$ cat config.mk
export PLATFORM = sky130hd
export DESIGN_NAME = mult_share_arb
export DESIGN_NICKNAME = d
export VERILOG_FILES = /design/src/rtl/mult_share_pkg.sv /design/src/rtl/mult_pipe.sv /design/src/rtl/mult_share_arb.sv
export SDC_FILE = /design/constraint.sdc
export NUM_CORES = 1
export LEC_CHECK = 0
export CAP_MARGIN = 20
export CELL_PAD_IN_SITES_DETAIL_PLACEMENT = 0
export CELL_PAD_IN_SITES_GLOBAL_PLACEMENT = 1
export CORE_MARGIN = 10
export CORE_UTILIZATION = 51
export DETAILED_ROUTE_END_ITERATION = 16
export DONT_BUFFER_PORTS = 1
export PLACE_DENSITY = 0.8
export SLEW_MARGIN = 25
export SYNTH_ARGS = -nofsm -noshare
export SYNTH_HDL_FRONTEND = slang
export SYNTH_SLANG_ARGS = --single-unit
$ cat constraint.sdc
create_clock -name clk -period 6.3 [get_ports clk]
set_input_delay 1.89 -clock clk [delete_from_list [all_inputs] [get_ports clk]]
set_output_delay 1.89 -clock clk [all_outputs]
set_load 0.02 [all_outputs]
$ cat src/rtl/mult_share_pkg.sv
// Shared types and sizing for the two-port time-shared multiplier.
package mult_share_pkg;
    localparam int OP_W_DEF        = 8;
    localparam int PROD_W_DEF      = 2 * OP_W_DEF;
    localparam int MAX_PIPE_STAGES = 4;
    localparam int CNT_W           = 16;

    typedef logic port_id_t;

    function automatic int prod_width(input int op_w);
        return 2 * op_w;
    endfunction
endpackage

$ cat src/rtl/mult_pipe.sv
// Registered unsigned multiplier; valid and port tag travel with the data.
// Latency: PIPE_STAGES edges from input to out_*.
// Backpressure: none, accepts a new operand pair every cycle.
module mult_pipe
    import mult_share_pkg::*;
#(
    parameter int OP_W        = OP_W_DEF,
    parameter int PIPE_STAGES = 2
) (
    input  logic                      clk,
    input  logic                      rst_n,
    input  logic                      in_valid,
    input  port_id_t                  in_tag,
    input  logic [OP_W-1:0]           in_a,
    input  logic [OP_W-1:0]           in_b,
    output logic                      out_valid,
    output port_id_t                  out_tag,
    output logic [prod_width(OP_W)-1:0] out_product
);
    localparam int PROD_W = prod_width(OP_W);
    // Out-of-range depths are clamped so the pipeline always elaborates.
    localparam int STAGES = (PIPE_STAGES < 1) ? 1 :
                            ((PIPE_STAGES > MAX_PIPE_STAGES) ? MAX_PIPE_STAGES : PIPE_STAGES);

    logic [STAGES-1:0] vld;
    port_id_t [STAGES-1:0] tag;
    logic [PROD_W-1:0] prod [STAGES];
    logic [PROD_W-1:0] prod_in;

    assign prod_in = PROD_W'(in_a) * PROD_W'(in_b);

    always_ff @(posedge clk or negedge rst_n) begin
        if (!rst_n) begin
            vld <= '0;
            tag <= '0;
            for (int i = 0; i < STAGES; i++) prod[i] <= '0;
        end else begin
            vld[0]  <= in_valid;
            tag[0]  <= in_tag;
            prod[0] <= prod_in;
            for (int i = 1; i < STAGES; i++) begin
                vld[i]  <= vld[i-1];
                tag[i]  <= tag[i-1];
                prod[i] <= prod[i-1];
            end
        end
    end

    assign out_valid   = vld[STAGES-1];
    assign out_tag     = tag[STAGES-1];
    assign out_product = prod[STAGES-1];
endmodule

$ cat src/rtl/mult_share_arb.sv
// Two requesters round-robin share one pipelined multiplier; optional grant counters via MULT_SHARE_ARB_STATS_EN.
// Latency: product in result register PIPE_STAGES edges after accept.
// Backpressure: a held result blocks only its own port (one op outstanding per port).
module mult_share_arb
    import mult_share_pkg::*;
#(
    parameter int OP_W        = OP_W_DEF,
    parameter int PIPE_STAGES = 2
) (
    input  logic                   clk,
    input  logic                   rst_n,
    input  logic                   req0_valid,
    output logic                   req0_ready,
    input  logic [OP_W-1:0]        req0_a,
    input  logic [OP_W-1:0]        req0_b,
    output logic                   rsp0_valid,
    input  logic                   rsp0_ready,
    output logic [2*OP_W-1:0]      rsp0_product,
    input  logic                   req1_valid,
    output logic                   req1_ready,
    input  logic [OP_W-1:0]        req1_a,
    input  logic [OP_W-1:0]        req1_b,
    output logic                   rsp1_valid,
    input  logic                   rsp1_ready,
    output logic [2*OP_W-1:0]      rsp1_product,
    output logic                   busy
`ifdef MULT_SHARE_ARB_STATS_EN
    ,
    output logic [CNT_W-1:0]       grant_cnt0,
    output logic [CNT_W-1:0]       grant_cnt1
`endif
);
    localparam int PROD_W = 2 * OP_W;

    logic [1:0]        outstanding;
    port_id_t          last_grant;
    logic              cand0, cand1, grant0, grant1;
    logic              pipe_vld;
    port_id_t          pipe_tag;
    logic [PROD_W-1:0] pipe_prod;
    logic [OP_W-1:0]   mux_a, mux_b;

    // Grants are forced low while reset is asserted so ready reads 0 during reset.
    always_comb begin
        cand0  = req0_valid & ~outstanding[0] & rst_n;
        cand1  = req1_valid & ~outstanding[1] & rst_n;
        grant0 = 1'b0;
        grant1 = 1'b0;
        if (cand0 && cand1) begin
            if (last_grant == 1'b1) grant0 = 1'b1;
            else                    grant1 = 1'b1;
        end else begin
            grant0 = cand0;
            grant1 = cand1;
        end
    end

    assign req0_ready = grant0;
    assign req1_ready = grant1;
    assign mux_a      = grant1 ? req1_a : req0_a;
    assign mux_b      = grant1 ? req1_b : req0_b;

    mult_pipe #(
        .OP_W        (OP_W),
        .PIPE_STAGES (PIPE_STAGES)
    ) u_mult (
        .clk         (clk),
        .rst_n       (rst_n),
        .in_valid    (grant0 | grant1),
        .in_tag      (port_id_t'(grant1)),
        .in_a        (mux_a),
        .in_b        (mux_b),
        .out_valid   (pipe_vld),
        .out_tag     (pipe_tag),
        .out_product (pipe_prod)
    );

    always_ff @(posedge clk or negedge rst_n) begin
        if (!rst_n) begin
            outstanding  <= 2'b00;
            last_grant   <= 1'b1;
            rsp0_valid   <= 1'b0;
            rsp1_valid   <= 1'b0;
            rsp0_product <= '0;
            rsp1_product <= '0;
        end else begin
            if (grant0) begin
                outstanding[0] <= 1'b1;
                last_grant     <= 1'b0;
            end else if (rsp0_valid && rsp0_ready) begin
                outstanding[0] <= 1'b0;
            end
            if (grant1) begin
                outstanding[1] <= 1'b1;
                last_grant     <= 1'b1;
            end else if (rsp1_valid && rsp1_ready) begin
                outstanding[1] <= 1'b0;
            end
            // A port's result register is always empty when its product arrives.
            if (pipe_vld && pipe_tag == 1'b0) begin
                rsp0_valid   <= 1'b1;
                rsp0_product <= pipe_prod;
            end else if (rsp0_valid && rsp0_ready) begin
                rsp0_valid <= 1'b0;
            end
            if (pipe_vld && pipe_tag == 1'b1) begin
                rsp1_valid   <= 1'b1;
                rsp1_product <= pipe_prod;
            end else if (rsp1_valid && rsp1_ready) begin
                rsp1_valid <= 1'b0;
            end
        end
    end

    assign busy = outstanding[0] | outstanding[1];

`ifdef MULT_SHARE_ARB_STATS_EN
    logic [CNT_W-1:0] cnt0, cnt1;

    always_ff @(posedge clk or negedge rst_n) begin
        if (!rst_n) begin
            cnt0 <= '0;
            cnt1 <= '0;
        end else begin
            if (grant0 && cnt0 != '1) cnt0 <= cnt0 + 1'b1;
            if (grant1 && cnt1 != '1) cnt1 <= cnt1 + 1'b1;
        end
    end

    assign grant_cnt0 = cnt0;
    assign grant_cnt1 = cnt1;
`endif
endmodule

==> summary.txt, run 1 <==
Routed Antenna Nets: 0
Number of global-route vias before repair: 3145
Hpwl dp: 7130 um
Final Max Slew Viols: 0
Post-synthesis register bit count: 73
Clock transition at the registers of the reported paths: 0.07 ns
RePlAce Congestion: 0.894
Critical-path top delay cell: or4b_1
Leak: 2.67 nW
Crit-path cells: nor2b_2 > a21o_2 > mux2i_4 > or2_1 > fa_1 > fa_1 > inv_1 > fa_1 > inv_1 > fa_1 > inv_2 > ha_4 > a21o_1 > a31oi_2 > a21boi_1 > or4b_1 > nand3_1
Clock Tree Buf Depth: 2
Power density over the cells: 551 nW/um^2
Core footprint: 9150 sq um
Async set-reset flop share out of synthesis: 100%
M1 GR Usage: 17.1%
Crit path time final: 6.08 ns
Die Ht: 116 um
Global-route wire length before repair: 15000 um
TritonRoute pass-1 iters: 6
RSZ-0062 raised after global routing: false
Layout Skew: 0.00867 ns
Complex-gate fraction of the synthesized area: 5.00%
Syn nets: 513
GRT Resource Usage Total: 14.0%
WHS: 0.348 ns
Max-cap viol count: 0
CP Max Fanout: 7
Number of buffers added on ports: 0
Post-route setup slack: 0.222 ns
Crit-path leading delay family: adder cells
Tcrit/Tclk final: 96.5%
Final core utilization: 58.8%
Largest stage delay on the critical path: 0.52 ns
Avg WL per Cell: 15.7 um
GR Overflow Total: 0
Slew HR: 49.0%
Die W: 116 um
H-tree levels: 3
Most used cell, CP: fa_1
Post-synthesis mux area share: 14.2%
Status: finished, final reports clean
Endpoints failing hold: 0
Residual DRC count: 0
Critical path buffers and inverters: 3
Register area share after synthesis: 38.6%
Startpoint Class: input port
Die area: 13500 sq um
Ports: 75
Initial antenna violation count: 0
Grt met2 use: 23.0%
Synth warnings: 0
Final WL: 8920 um
Initial core utilization: 51.7%
Share of post-route cells with drive strength above 1: 26.3%
Via density: 5.19
Dpl ws: -0.242 ns
Syn Area/Cell: 11.7 sq um
Netlist cell types: 43
Peak supply drop: 0.323 mV
Largest net degree at the start of global routing: 77
Final setup fails: 0
Crit Path Category: in -> reg
CTS tree: done
Sink Count: 73
Layout net count: 562
Main synth FF type: dfrtp_1
Area delta synth->final: 13.7%
Synth Area in Adders: 24.7%
Number of synthesized flops with an enable pin: 0
GR peak layer: met2
Root buf cell: clkbuf_8
Critical Path Sink Type: register
Simple logic cell fraction of the synthesized area: 10.7%
Worst Path Arrival: 6.36 ns
Initial DRC count: 134
Worst slew pin tran: 0.763 ns
Largest family of logic cells by synthesized area: adder cells
CP required: 6.58 ns
Hold Crit Class: reg -> reg
Fmax: 165 MHz
Vias: 2940
Cells after Synth: 403
Placement Rows: 35
M3 GR Usage: 4.37%
# diodes: 0
Latest clock arrival within the worst-skew pair: 0.34 ns
Area share of xor/xnor cells in the synthesized design: 1.11%
Area of the mapped netlist: 4730 sq um
CTS buffer count: 9
-- what timing repair did --
action                                  4_1_cts  5_1_grt
endpoints found under the setup margin        0        6
gates resized for setup                       0        1
buffers inserted                              0        1
hold buffers                                  0        0
-- worst register-to-register path: cells and delay by family (launching register included) --
kind / cells / cell delay [ns]
buffers and inverters: 3 / 0.14
AO/OA/AOI/OAI: 4 / 0.77
multiplexers: 1 / 0.24
flip-flops: 1 / 0.42
AND/OR/NAND/NOR: 5 / 1.08
adder cells (fa/ha/maj): 5 / 2.19
-- final cells by class --
type                       instances  area (sq um)
clock buffer                      10           128
clock inverter                     5          81.3
fill                             753          3770
inverter                          56           210
multi-input combinational        269          2670
sequential                        73          1830
tap                              111           139
timing repair buffer              43           323
-- per-stage QoR --
| stage | power (W) | std cells | area [sq um] | setup TNS (ns) |
|---|---|---|---|---|
| finish | 0.00297 | 567 | 5380 | 0 |
| detailed placement | 0.00260 | 550 | 5150 | -1.22 |
| CTS | 0.00301 | 565 | 5360 | 0 |
| global route | 0.00328 | 567 | 5380 | 0 |
| global placement | 0.00254 | 550 | 5150 | -0.545 |
| floorplan | 0.00211 | 403 | 4750 | -0.302 |
-- cell families (layout without fill, tap and decap cells) --
logic type / Yosys count / after routing
AO/OA/AOI/OAI: 31 / 32
XOR/XNOR: 6 / 6
adder cells (fa/ha/maj): 72 / 72
buffers and inverters: 62 / 114
flip-flops: 73 / 73
multiplexers: 50 / 50
AND/OR/NAND/NOR: 109 / 109
-- metal layers --
layer	vias to the layer above	part of all wire [%]
li1	1404	-
met1	1461	42
met2	64	50
met3	11	6.5
met4	0	1.7
met5	-	0
-- synthesized netlist by cell type, types with 2 or more instances --
master	number	share of area, %
dfrtp_1	72	38
nor2_1	60	4.8
inv_1	56	4.4
fa_1	36	15
ha_1	36	9.5
mux2_2	32	7.6
or2_1	15	2.0
nand2_1	12	0.95
a21oi_1	8	0.85
mux2i_2	8	2.3
mux2i_4	8	3.8
xnor2_1	6	1.1
a21o_1	5	0.79
nand3_1	5	0.53
o21ai_0	4	0.42
clkbuf_1	3	0.24
nor2b_1	3	0.40
nor3_1	3	0.32
a21boi_0	2	0.32
buf_12	2	0.85
mux2i_1	2	0.42
o211ai_1	2	0.32
o21a_1	2	0.32
or4_1	2	0.32
-- power by group --
group          switching, W  internal (W)
registers          0.000240      0.000694
clock network      0.000170      0.000221
logic              0.000816      0.000827
-- sequential cells by signal, summed over array words and instances, names as in the netlist --
name	count
rsp1_product	16
rsp0_valid	1
u_mult.prod	16
rsp1_valid	1
last_grant	1
u_mult.tag	2
outstanding	2
rsp0_product	16
u_mult.vld	2
u_mult.out_product	16
-- path summary, 6_finish.rpt --
check	cells after the start	slack [ns]	to	from
worst max-delay path	17	0.22	u_mult.prod[26]	req0_valid
worst min-delay path	0	0.35	u_mult.out_product[5]	u_mult.prod[21]
worst max register to register	18	1.36	u_mult.prod[26]	outstanding[1]
worst min register to register	0	0.35	u_mult.out_product[5]	u_mult.prod[21]
max in group asynchronous	0	4.87	last_grant	rst_n
min in group asynchronous	0	1.23	rsp1_product[12]	rst_n
-- cell usage in the layout, fill, tap and decap left out, types with 3 or more instances in the layout --
cell and n:
inv_1 55, buf_4 43, nor3_1 3, clkbuf_8 9, dfrtp_1 72, a21oi_1 8
fa_1 36, a21o_1 5, nor2b_1 3, ha_1 35, mux2i_2 7, nand3_1 5
mux2_2 32, nand2_1 12, nor2_1 60, o21ai_0 4, or2_1 15, mux2i_4 9
xnor2_1 6
No activity file was read; power rests on OpenSTA's default activity.
==> inputs of run 2 (changes only) <==
--- a/config.mk
+++ b/config.mk
@@ -13,6 +13,7 @@
 export DETAILED_ROUTE_END_ITERATION = 16
 export DONT_BUFFER_PORTS = 1
 export PLACE_DENSITY = 0.8
+export SETUP_SLACK_MARGIN = 0.2
 export SLEW_MARGIN = 25
 export SYNTH_ARGS = -nofsm -noshare
 export SYNTH_HDL_FRONTEND = slang
==> run 2 against run 1 <==
Maximum frequency rose by 0.32%. Total power rose by 0.97%. Via count rose by 1.3%. Non-clock buffer count did not move. Design area rose by 0.86%. Die area did not move. Sequential power barely moved. Core utilization rose by 0.51 points. Largest power group unchanged. Highest routed layer unchanged.
==> summary.txt, run 2 (synthesis gave the netlist of run 1 again) <==
Status: finished, final reports clean
GRT Resource Usage Total: 13.9% (-0.087 points)
Switching Share: 41.9% (+0.57 points)
Residual DRC count: 0 (unchanged)
Largest net degree at the start of global routing: 77 (unchanged)
Final setup fails: 0 (unchanged)
Via density: 5.24 (+1.1%)
Placed cells: 550 (unchanged)
Dpl cell area: 5150 sq um (unchanged)
Dpl ws: -0.251 ns (-0.00820 ns)
Final Max Slew Viols: 0 (unchanged)
Hold Crit Class: reg -> reg
Ports: 75 (unchanged)
Net switching power: 0.00125 W (+2.4%)
Startpoint Class: input port
Hold_buf cts: 0 (unchanged)
Initial core utilization: 51.7% (unchanged)
Power density over the cells: 552 nW/um^2 (+0.11%)
Final WL: 8910 um (-0.10%)
Endpoints failing hold: 0 (unchanged)
Hpwl dp: 7230 um (+1.4%)
Latest clock arrival within the worst-skew pair: 0.33 ns (about the same)
Commonest non-fill, non-tap cell in the layout: dfrtp_1
Die Ht: 116 um (unchanged)
Post-route setup slack: 0.241 ns (+0.0195 ns)
Cell Count, Final, Fillers Out: 568 (+0.18%)
Critical Path Sink Type: register
Final design area excluding fillers: 5430 sq um (+0.86%)
FF+latch area: 1830 sq um (unchanged)
Fillcell total: 740 (-1.7%)
GR Overflow Total: 0 (unchanged)
Number of buffers added on ports: 0 (unchanged)
Combinational Power Share: 56.8% (+1.4 points)
Layout net count: 562 (unchanged)
Leak: 2.67 nW (-0.10%)
Slew HR: 47.6% (-1.4 points)
Critical-path top delay cell: fa_1
CTS buffer count: 9 (unchanged)
CTS tree: done
Peak supply drop: 0.262 mV (-19%)
# diodes: 0 (unchanged)
Vias: 2978 (+1.3%)
Clock Power Share: 11.9% (-1.3 points)
RePlAce Congestion: 0.890 (-0.44%)
Area delta synth->final: 14.7%
Worst Path Arrival: 6.32 ns (-0.04 ns)
Area of the multi-input gates: 2730 sq um (+2.2%)
Share of post-route cells with drive strength above 1: 28.0% (+1.7 points)
CP Max Fanout: 8 (+1)
Internal Dissipation: 0.00174 W (about the same)
Most frequent cells in the layout: 72 x dfrtp_1, 59 x nor2_1, 53 x inv_1
Die area: 13500 sq um (unchanged)
Core footprint: 9150 sq um (unchanged)
Largest stage delay on the critical path: 0.54 ns (+0.02 ns)
Final TNS setup: 0 ns (unchanged)
Initial DRC count: 186 (+39%)
Most used cell, CP: fa_1
Post-layout total power: 0.00300 W (+0.97%)
Crit Path Category: in -> reg
Sink Count: 73 (unchanged)
Worst slew pin tran: 0.785 ns (+0.0214 ns)
Layout Skew: 0.0115 ns (+0.00286 ns)
RSZ-0062 raised after global routing: true
Routed Antenna Nets: 0 (unchanged)
Clock transition at the registers of the reported paths: 0.08 ns (about the same)
Root buf cell: clkbuf_8
Crit-path cells: nor2b_4 > nand2_2 > a21o_4 > mux2i_4 > nor2_1 > fa_1 > inv_2 > fa_1 > inv_1 > fa_1 > inv_1 > fa_1 > inv_2 > ha_4 > a21o_1 > a31oi_2 > a21boi_1 > or4b_1 > nand3_1
Number of global-route vias before repair: 3200 (+1.7%)
Avg WL per Cell: 15.7 um (-0.28%)
Placement Rows: 35 (unchanged)
Fmax: 165 MHz (+0.32%)
Die W: 116 um (unchanged)
Seq pwr share: 31.3% (-0.2 points)
CP required: 6.56 ns (-0.02 ns)
Max-cap viol count: 0 (unchanged)
Initial antenna violation count: 0 (unchanged)
H-tree levels: 3 (unchanged)
Global-route wire length before repair: 15200 um (+1.3%)
Crit path time final: 6.06 ns (-0.0195 ns)
TritonRoute pass-1 iters: 4 (-2)
Tcrit/Tclk final: 96.2% (-0.31 points)
Clock Tree Buf Depth: 2 (unchanged)
[run 2: changes by cell type in the layout (fill, tap and decap cells not counted), moves of 2 or more]
cell	previous run	this run
inv_1	55	53
ha_1	35	33
mux2i_2	7	5
inv_2	1	3
mux2i_4	9	11
[run 2: through the flow]
stage / hold slack, ns / util (%)
2_1_floorplan: 0.331 / -
3_3_place_gp: 0.332 / 56.2
3_5_place_dp: 0.336 / 56.2
4_1_cts: 0.339 / 58.6
5_1_grt: 0.341 / 59.3
6_report: 0.339 / 59.3
[run 2: power by group through the flow]
stage	Sequential (W)	Combinational, W	Clock, W
after floorplan	0.000905	0.00120	0
after global placement	0.000942	0.00160	0
after detailed placement	0.000954	0.00165	0
after CTS	0.000946	0.00166	0.000367
after global routing	0.000969	0.00194	0.000391
final	0.000937	0.00170	0.000356
[run 2: repair_timing]
item,in CTS,in global routing
setup endpoints to repair,5,6
cloned,1,0
pin swaps,1,2
buffers inserted,0,1
resized for setup,1,12
[run 2: final cells by class]
class | instances | share of cell area, %
Clock buffer | 10 | 2.35
Inverter | 56 | 3.87
Multi-Input combinational cell | 269 | 50.3
Sequential cell | 73 | 33.7
Tap cell | 111 | 2.56
Clock inverter | 6 | 1.24
Timing Repair Buffer | 43 | 5.95
[run 2: per-layer routing]
metal | share of wire (%) | GRT usage (%) | vias to the layer above
met5 | 0 | 0 | -
met4 | 1.6 | 3.92 | 0
met3 | 5.2 | 3.75 | 9
met2 | 51 | 23.8 | 56
met1 | 42 | 16.9 | 1503
li1 | - | - | 1410
[run 2: final timing paths]
kind	start	end	slack, ns	cells past startpoint
max	req1_valid	u_mult.prod[26]	0.24	19
min	u_mult.prod[25]	u_mult.out_product[9]	0.34	0
max reg2reg	last_grant	u_mult.prod[26]	1.38	17
min reg2reg	u_mult.prod[25]	u_mult.out_product[9]	0.34	0
max in group asynchronous	rst_n	last_grant	4.85	0
min in group asynchronous	rst_n	rsp1_product[8]	1.24	0
[run 2: critical path, delay by kind of cell]
family,cells,cell delay (ns)
fa+ha+maj,5,2.23
compound gates,4,0.76
simple gates,5,0.88
mux,1,0.36
buf+inv,4,0.19
==> inputs of run 3 (changes only) <==
--- a/config.mk
+++ b/config.mk
@@ -13,7 +13,6 @@
 export DETAILED_ROUTE_END_ITERATION = 16
 export DONT_BUFFER_PORTS = 1
 export PLACE_DENSITY = 0.8
-export SETUP_SLACK_MARGIN = 0.2
 export SLEW_MARGIN = 25
 export SYNTH_ARGS = -nofsm -noshare
 export SYNTH_HDL_FRONTEND = slang
==> results of run 3 <==
Final layout, timing and power as in run 1 (identical DEF).
